### config.mk
export PLATFORM = sky130hd
export DESIGN_NAME = mul_div_unit
export DESIGN_NICKNAME = d
export VERILOG_FILES = /design/src/rtl/mul_div_unit.sv
export SDC_FILE = /design/constraint.sdc
export NUM_CORES = 1
export LEC_CHECK = 0
export CAP_MARGIN = 20
export CORE_MARGIN = 5
export CORE_UTILIZATION = 48
export DETAILED_ROUTE_END_ITERATION = 10
export HOLD_SLACK_MARGIN = 0.15
export PLACE_DENSITY_LB_ADDON = 0.1
export SYNTH_ARGS = -nofsm -noshare
export SYNTH_HDL_FRONTEND = slang
export SYNTH_SLANG_ARGS = --single-unit
### constraint.sdc
create_clock -name clk -period 11.6 [get_ports clk]
set_clock_uncertainty 0.05 [all_clocks]
set_input_delay 1.16 -clock clk [delete_from_list [all_inputs] [get_ports clk]]
set_output_delay 1.16 -clock clk [all_outputs]
set_load 0.01 [all_outputs]
### src/rtl/mul_div_unit.sv
// rtl/mul_div_unit.sv - iterative shift-add multiplier / restoring divider with HI/LO registers
// One result bit per cycle; magnitudes are iterated unsigned and the sign is applied in FIX.
module mul_div_unit #(
  parameter int WIDTH     = 32,
  parameter bit SIGNED_EN = 1'b1
) (
  input  logic             clk,
  input  logic             reset,
  input  logic             start,
  input  logic [2:0]       op,
  input  logic [WIDTH-1:0] operand_a,
  input  logic [WIDTH-1:0] operand_b,
  input  logic             flush,
  output logic             busy,
  output logic             stall_req,
  output logic             done,
  output logic             div_by_zero,
  output logic [WIDTH-1:0] hi,
  output logic [WIDTH-1:0] lo
);

  localparam int CW = $clog2(WIDTH);

  localparam logic [2:0] OP_MULT  = 3'b000;
  localparam logic [2:0] OP_MULTU = 3'b001;
  localparam logic [2:0] OP_DIV   = 3'b010;
  localparam logic [2:0] OP_DIVU  = 3'b011;
  localparam logic [2:0] OP_MTHI  = 3'b100;
  localparam logic [2:0] OP_MTLO  = 3'b101;

  typedef enum logic [1:0] {S_IDLE, S_MUL, S_DIV, S_FIX} state_t;

  state_t state, next_state;

  logic [2*WIDTH-1:0] acc;
  logic [WIDTH-1:0]   b_q;
  logic [CW-1:0]      cnt;
  logic               res_neg;
  logic               rem_neg;
  logic               div_op;

  logic               accept;
  logic               is_mul;
  logic               is_div;
  logic               signed_op;
  logic               a_neg;
  logic               b_neg;
  logic               b_zero;
  logic [WIDTH-1:0]   a_mag;
  logic [WIDTH-1:0]   b_mag;

  logic [WIDTH:0]     mul_sum;
  logic [2*WIDTH-1:0] mul_next;
  logic [WIDTH:0]     div_shift;
  logic               div_ge;
  logic [WIDTH-1:0]   div_rem;
  logic [2*WIDTH-1:0] div_next;
  logic [2*WIDTH-1:0] prod_fix;
  logic [WIDTH-1:0]   quot_fix;
  logic [WIDTH-1:0]   rem_fix;

  always_comb begin
    accept    = (state == S_IDLE) && start && !flush;
    is_mul    = (op == OP_MULT) || (op == OP_MULTU);
    is_div    = (op == OP_DIV) || (op == OP_DIVU);
    signed_op = SIGNED_EN && ((op == OP_MULT) || (op == OP_DIV));
    a_neg     = signed_op && operand_a[WIDTH-1];
    b_neg     = signed_op && operand_b[WIDTH-1];
    a_mag     = a_neg ? -operand_a : operand_a;
    b_mag     = b_neg ? -operand_b : operand_b;
    b_zero    = (operand_b == '0);
  end

  // Multiply: acc = {partial product, remaining multiplier bits}, shifted right each step.
  always_comb begin
    mul_sum  = {1'b0, acc[2*WIDTH-1:WIDTH]} + (acc[0] ? {1'b0, b_q} : '0);
    mul_next = {mul_sum, acc[WIDTH-1:1]};
  end

  // Divide: acc = {remainder, dividend/quotient}; the remainder fits WIDTH bits after restore.
  always_comb begin
    div_shift = acc[2*WIDTH-1:WIDTH-1];
    div_ge    = div_shift >= {1'b0, b_q};
    div_rem   = div_shift[WIDTH-1:0] - (div_ge ? b_q : '0);
    div_next  = {div_rem, acc[WIDTH-2:0], div_ge};
  end

  always_comb begin
    prod_fix = res_neg ? -acc : acc;
    quot_fix = res_neg ? -acc[WIDTH-1:0] : acc[WIDTH-1:0];
    rem_fix  = rem_neg ? -acc[2*WIDTH-1:WIDTH] : acc[2*WIDTH-1:WIDTH];
  end

  always_ff @(posedge clk or negedge reset) begin
    if (!reset) state <= S_IDLE;
    else        state <= next_state;
  end

  always_comb begin
    next_state = state;
    case (state)
      S_IDLE: begin
        if (accept && is_mul)                 next_state = S_MUL;
        else if (accept && is_div && !b_zero) next_state = S_DIV;
      end
      S_MUL, S_DIV: begin
        if (flush)            next_state = S_IDLE;
        else if (cnt == '0)   next_state = S_FIX;
      end
      S_FIX:   next_state = S_IDLE;
      default: next_state = S_IDLE;
    endcase
  end

  always_comb begin
    busy      = (state != S_IDLE);
    stall_req = busy && start;
  end

  always_ff @(posedge clk or negedge reset) begin
    if (!reset) begin
      acc         <= '0;
      b_q         <= '0;
      cnt         <= '0;
      res_neg     <= 1'b0;
      rem_neg     <= 1'b0;
      div_op      <= 1'b0;
      hi          <= '0;
      lo          <= '0;
      done        <= 1'b0;
      div_by_zero <= 1'b0;
    end else begin
      done        <= 1'b0;
      div_by_zero <= 1'b0;
      case (state)
        S_IDLE: begin
          if (accept && (is_mul || (is_div && !b_zero))) begin
            acc     <= {{WIDTH{1'b0}}, a_mag};
            b_q     <= b_mag;
            cnt     <= CW'(WIDTH - 1);
            res_neg <= a_neg ^ b_neg;
            rem_neg <= a_neg;
            div_op  <= is_div;
          end else if (accept && is_div) begin
            lo          <= '1;
            hi          <= operand_a;
            done        <= 1'b1;
            div_by_zero <= 1'b1;
          end else if (accept && op == OP_MTHI) begin
            hi   <= operand_a;
            done <= 1'b1;
          end else if (accept && op == OP_MTLO) begin
            lo   <= operand_a;
            done <= 1'b1;
          end
        end
        S_MUL: begin
          acc <= mul_next;
          cnt <= cnt - 1'b1;
        end
        S_DIV: begin
          acc <= div_next;
          cnt <= cnt - 1'b1;
        end
        S_FIX: begin
          if (!flush) begin
            if (div_op) begin
              lo <= quot_fix;
              hi <= rem_fix;
            end else begin
              {hi, lo} <= prod_fix;
            end
            done <= 1'b1;
          end
        end
        default: ;
      endcase
    end
  end

endmodule

# After elaboration in Yosys (flattened, before gate mapping)
# Cells that the tools add are included.
# W data, S select, Z words.
dict set report totals {
  register_bits 172
  out_inout_bits 68
}
dict set report op_classes {
  n_addsub 8
  order_cmp 1
  eq_ne 16
  muxes 38
  bitwise 1
  n_reduce_logical 33
}
# operator count
set ops {}
lappend ops {{$mux W32} 17}
lappend ops {{$pmux W64 S3} 1}
lappend ops {{$mux W64} 2}
lappend ops {{$neg A32 Y32} 4}
lappend ops {{$pmux W32 S2} 2}
lappend ops {{$neg A64 Y64} 1}
lappend ops {{$add A32 B32 Y33} 1}
lappend ops {{$ge A33 B32 Y1} 1}
lappend ops {{$logic_not A32 Y1} 1}
lappend ops {{$sub A32 B32 Y32} 1}
lappend ops {{$logic_and A1 B1 Y1} 12}
lappend ops {{$ne A3 B1 Y1 const B} 4}
lappend ops {{$pmux W5 S2} 1}
lappend ops {{$mux W1} 8}
lappend ops {{$mux W2} 4}
lappend ops {{$reduce_and A2 Y1} 4}
lappend ops {{$eq A3 B2 Y1 const B} 2}
lappend ops {{$eq A3 B3 Y1 const B} 2}
lappend ops {{$pmux W2 S3} 1}
lappend ops {{$reduce_bool A2 Y1} 3}
lappend ops {{$logic_not A5 Y1} 1}
lappend ops {{$mux W5} 1}
lappend ops {{$reduce_and A5 Y1} 1}
lappend ops {{$sub A5 B1 Y5 const B} 1}
lappend ops {{other kinds (15)} 21}

# Longest topological paths before layout
dict set report logic_depth {
  depth_word 9
  mapped_depth 22
  depth_no_buf 22
}

# Worst setup path after synthesis
# Ideal clock, no wire load.
dict set report synth_path {
  path_kind {register to register}
  from {register acc[31]}
  to {register acc[61]}
  arrival_ps 4801
  slack_ps 6623
  stages_incl_launch_ff 22
  period_less_slack_ps 4977
  cell_sequence {dfrtp_1 -> inv_1 -> ha_1 -> nand2b_1 -> a211o_1 -> a21oi_1 -> nor4_1 -> or4_1 -> nand4_1 -> nand2_1 -> clkbuf_1 -> nand2_1 -> ha_1 -> nor2b_1 -> o31a_1 -> o31ai_1 -> a31oi_1 -> a2111oi_1 -> a221oi_1 -> o21ai_0 -> xnor2_1 -> a221o_1}
}
dict set report synth_between {
  elab_chain_len 4
}
# element line_no
set synth_rtl {}
lappend synth_rtl {{start, declared} 35} ;# logic [2*WIDTH-1:0] acc;
lappend synth_rtl {{start signal, assigned} 138} ;# acc <= {{WIDTH{1'b0}}, a_mag};
lappend synth_rtl {{start signal, assigned} 158} ;# acc <= mul_next;
lappend synth_rtl {{start signal, assigned} 162} ;# acc <= div_next;
lappend synth_rtl {{$ge A33 B32 Y1} 83} ;# div_ge = div_shift >= {1'b0, b_q};
lappend synth_rtl {{$mux W32} 84} ;# div_rem = div_shift[WIDTH-1:0] - (div_ge ? b_q : '0);
lappend synth_rtl {{$sub A32 B32 Y32 (*)} 84}
lappend synth_rtl {{$pmux W64 S3 (*)} 135} ;# case (state)
# Mark *: on every way between the ends. The rest lies on a longest branch, timed or not.
# A chain may end at the register's enable or synchronous reset.

# Final worst setup path
# Ends and elaborated chain as after synthesis.

==> results by group <==
Detailed routing
  – Initial drt markers: 1424
  – Antenna Nets Post-Route: 0
  – DRC: 0
  – Via count: 14500
  – Wirelength per Cell: 20.8 um
  – Vias per std cell: 6.19
  – 1st-pass router iterations: 6
  – Drt total wl: 48700 um

Power
  – Flop pwr share: 23.6%
  – Peak supply drop: 0.134 mV
  – Leak: 7.39 nW
  – Pwr Total: 5.08 mW
  – Net Sw Frac: 50.6%
  – Pwr Density: 299 mW/mm^2
  – Design internal power: 2.51 mW
  – Combinational power share: 65.1%
  – Clock power frac: 11.4%
  – P_sw: 2.57 mW

Global routing
  – First-pass GRT wire length: 76300 um
  – Tot GR Track Use: 28.1%
  – GRT Residual Overflow: 0
  – Met2 usage: 46.0%
  – Largest net degree at the start of global routing: 99
  – Met3 usage: 4.93%
  – Met1 Use GR: 38.0%
  – Initial antenna violation count: 1
  – Vias in the first global route: 13700
  – GR peak layer: met2

Die
  – Cell Rows: 64
  – Io pins: 139
  – Core area: 0.0304 sq mm
  – Initial Utilization: 48.4%
  – Die W: 185 um
  – DIE AREA: 0.0343 sq mm
  – Die height: 185 um

Critical path
  – Setup crit start kind: flop
  – Worst path slowest cell: a2111oi_1
  – Worst path cell trace: inv_1 -> ha_1 -> nand2b_1 -> a211o_1 -> a21oi_1 -> nor4_1 -> or4_1 -> nand4_1 -> nand2_1 -> nand2_1 -> ha_1 -> nor2b_1 -> o31a_1 -> o31ai_1 -> a31oi_1 -> a2111oi_1 -> a221oi_1 -> o21ai_0 -> xnor2_1 -> a221o_1
  – Reg2Reg Setup Slack: 5.57 ns
  – WS Path Type: flop to flop
  – Critical path data arrival time: 6.31 ns
  – CP required: 11.88 ns
  – Max FO, Critical Path: 11
  – Reg2Reg Depth: 20
  – Top delay family on crit path: compound AO/OA/AOI/OAI gates
  – RR Startpoint: acc[31]$_DFFE_PN0P_
  – Slowest stage delay, CP: 0.86 ns
  – Worst path buffer plus inverter count: 1
  – R2R Path End: acc[61]$_DFFE_PN0P_
  – Crit. End Element: flop

Placed design
  – GPL Wtd Cong: 1.03
  – # port buffers: 138
  – Post-place setup slack: 5.63 ns
  – Placed cell count: 2301
  – DP HPWL: 36500 um
  – Cell area after placement: 0.0163 sq mm

STA
  – Setup violations, final: 0
  – Final WS setup: 5.57 ns
  – Fin crit share: 52.0%
  – Final-report hold violation count: 0
  – Setup tns final: 0 ns
  – RSZ-0062 raised after global routing: false
  – WHS: 0.432 ns
  – Final Slew Violations: 0
  – Fmax achieved: 166 MHz
  – Final Critical Period: 6.03 ns
  – Least-Margin Pin Slew: 1.09 ns
  – Relative slew slack: 27.2%

Logic synthesis
  – Primary FF master, synth: dfrtp_1
  – Synth Warn #: 0
  – Post-synth EDFFs: 0
  – Post-Synthesis Cells: 1853
  – Yosys cell types: 74
  – Synthesis-stage register bit count: 172
  – Syn nets: 2035
  – Seq/Total Area, Yosys: 29.2%
  – Post-synth ARST share: 100%
  – Syn Area/Cell: 7.95 sq um
  – Area of the mapped netlist: 0.0147 sq mm

Hold path
  – Worst Hold End: lo[20]$_DFFE_PN0P_
  – Hold Crit Start: lo[20]$_DFFE_PN0P_
  – Hold path depth: 2
  – HP Class: flop to flop

Clocking
  – CTS Sinks: 172
  – Clock-pin slew on the worst setup and hold paths: 0.07 ns
  – CTS buffer count: 17
  – Root buffer cell: clkbuf_16
  – Hold-fix buffer count after cts: 0
  – Number of buffers on the longest clock path: 2
  – H-tree levels: 4
  – Post-CTS Setup Repair Bufs: 0
  – Clk_lat worst skew: 0.45 ns
  – Post-cts gate resize count: 0
  – CTS tree: done

Final layout
  – Layout area overhead: 15.2%
  – Ratio of cells with drive above 1 in the final layout: 4.43%
  – Final core occ: 55.7%
  – Final std cells w/o fill: 2337
  – N_diodes: 0
  – Final instance area: 0.0170 sq mm
  – Fin nets: 2110

Outcome
  – Outcome: completed

Run
  – Max_cap viols: 0
cell usage in the layout, fill, tap and decap left out, drive strengths merged, types with 44 or more instances in the layout:
cell type / synthesis / routed
xnor2: 88 / 88
o21ai: 219 / 219
ha: 109 / 109
clkdlybuf4s50: 0 / 137
inv: 64 / 74
o31ai: 53 / 53
xor2: 79 / 79
nor2: 141 / 141
a21oi: 112 / 112
nand2: 268 / 268
a21o: 44 / 44
dfrtp: 172 / 172
power groups by stage:
| stage | Clock [mW] | Combinational (mW) | Sequential, mW |
|---|---|---|---|
| detailed placement | 0 | 3.22 | 1.21 |
| CTS | 0.582 | 3.23 | 1.20 |
| global placement | 0 | 3.19 | 1.20 |
| global route | 0.606 | 3.63 | 1.23 |
| finish | 0.577 | 3.30 | 1.20 |
| floorplan | 0 | 2.34 | 1.11 |
area by class of cell:
cell class	instances	area [sq um]
fill	2879	13500
tap	396	495
clock inverter	15	146
multi-input combinational	1515	9750
inverter	64	240
clock buffer	17	425
timing repair buffer	158	1600
sequential	172	4300
kinds of logic (layout without fill, tap and decap cells):
logic type	after synthesis	count (layout)	synth area share (%)
compound gates	603	603	25.8
xor+xnor	168	168	10.1
fa+ha+maj	111	111	9.53
buf+inv	166	254	4.67
flops	172	172	29.2
mux	24	24	1.63
simple gates	609	609	19.1
per-layer routing:
metal  vias to the layer above  part of all wire, %
met1                      6878                   43
met4                         2                  3.2
met3                        93                  7.4
met5                         -                0.027
met2                       616                   46
li1                       6868                    -
cell usage after synthesis, types with 6 or more instances:
cell type | number | area, sq um
nand2_1 | 268 | 1010
o21ai_0 | 189 | 946
dfrtp_1 | 172 | 4300
nor2_1 | 141 | 529
ha_1 | 109 | 1360
a21oi_1 | 107 | 536
xnor2_1 | 88 | 771
xor2_1 | 79 | 692
clkbuf_1 | 75 | 282
inv_1 | 63 | 236
o31ai_1 | 53 | 398
a21o_1 | 44 | 330
nor3_1 | 37 | 185
a221oi_1 | 32 | 280
o22ai_1 | 30 | 188
nand3_1 | 29 | 145
o21ai_1 | 29 | 145
mux2i_1 | 24 | 240
a31oi_1 | 21 | 131
or3_1 | 19 | 119
a22oi_1 | 18 | 135
nor4_1 | 15 | 93.8
or4_1 | 15 | 113
and3_1 | 14 | 87.6
nand2b_1 | 14 | 87.6
buf_2 | 12 | 60.1
o41ai_1 | 12 | 105
nor2b_1 | 11 | 68.8
o21a_1 | 11 | 82.6
and2_1 | 10 | 62.6
nand4_1 | 10 | 62.6
a221o_1 | 8 | 80.1
buf_1 | 7 | 26.3
buf_6 | 6 | 67.6
worst max path at each step:
stage / startpoint / to / slack [ns] / cells past startpoint
6_report: acc[31]$_DFFE_PN0P_ / acc[61]$_DFFE_PN0P_ / 5.57 / 20
5_1_grt: acc[31]$_DFFE_PN0P_ / acc[61]$_DFFE_PN0P_ / 5.29 / 20
4_1_cts: acc[31]$_DFFE_PN0P_ / acc[61]$_DFFE_PN0P_ / 5.67 / 20
3_5_place_dp: operand_b[2] / acc[27]$_DFFE_PN0P_ / 5.63 / 10
3_3_place_gp: operand_b[2] / acc[24]$_DFFE_PN0P_ / 5.77 / 10
2_1_floorplan: acc[31]$_DFFE_PN0P_ / acc[61]$_DFFE_PN0P_ / 6.62 / 21
state kept, by name, indices dropped and copies added, names as in the netlist:
register / flops
hi: 32
state: 2
res_neg: 1
b_q: 32
rem_neg: 1
div_by_zero: 1
div_op: 1
lo: 32
done: 1
cnt: 5
acc: 64
tightest hold or removal path, cell delays in order (launching register included):
cell,delay (ns)
dfrtp_1,0.34
nand2_1,0.05
o21ai_0,0.06
Power figures use the tool's default switching activity.
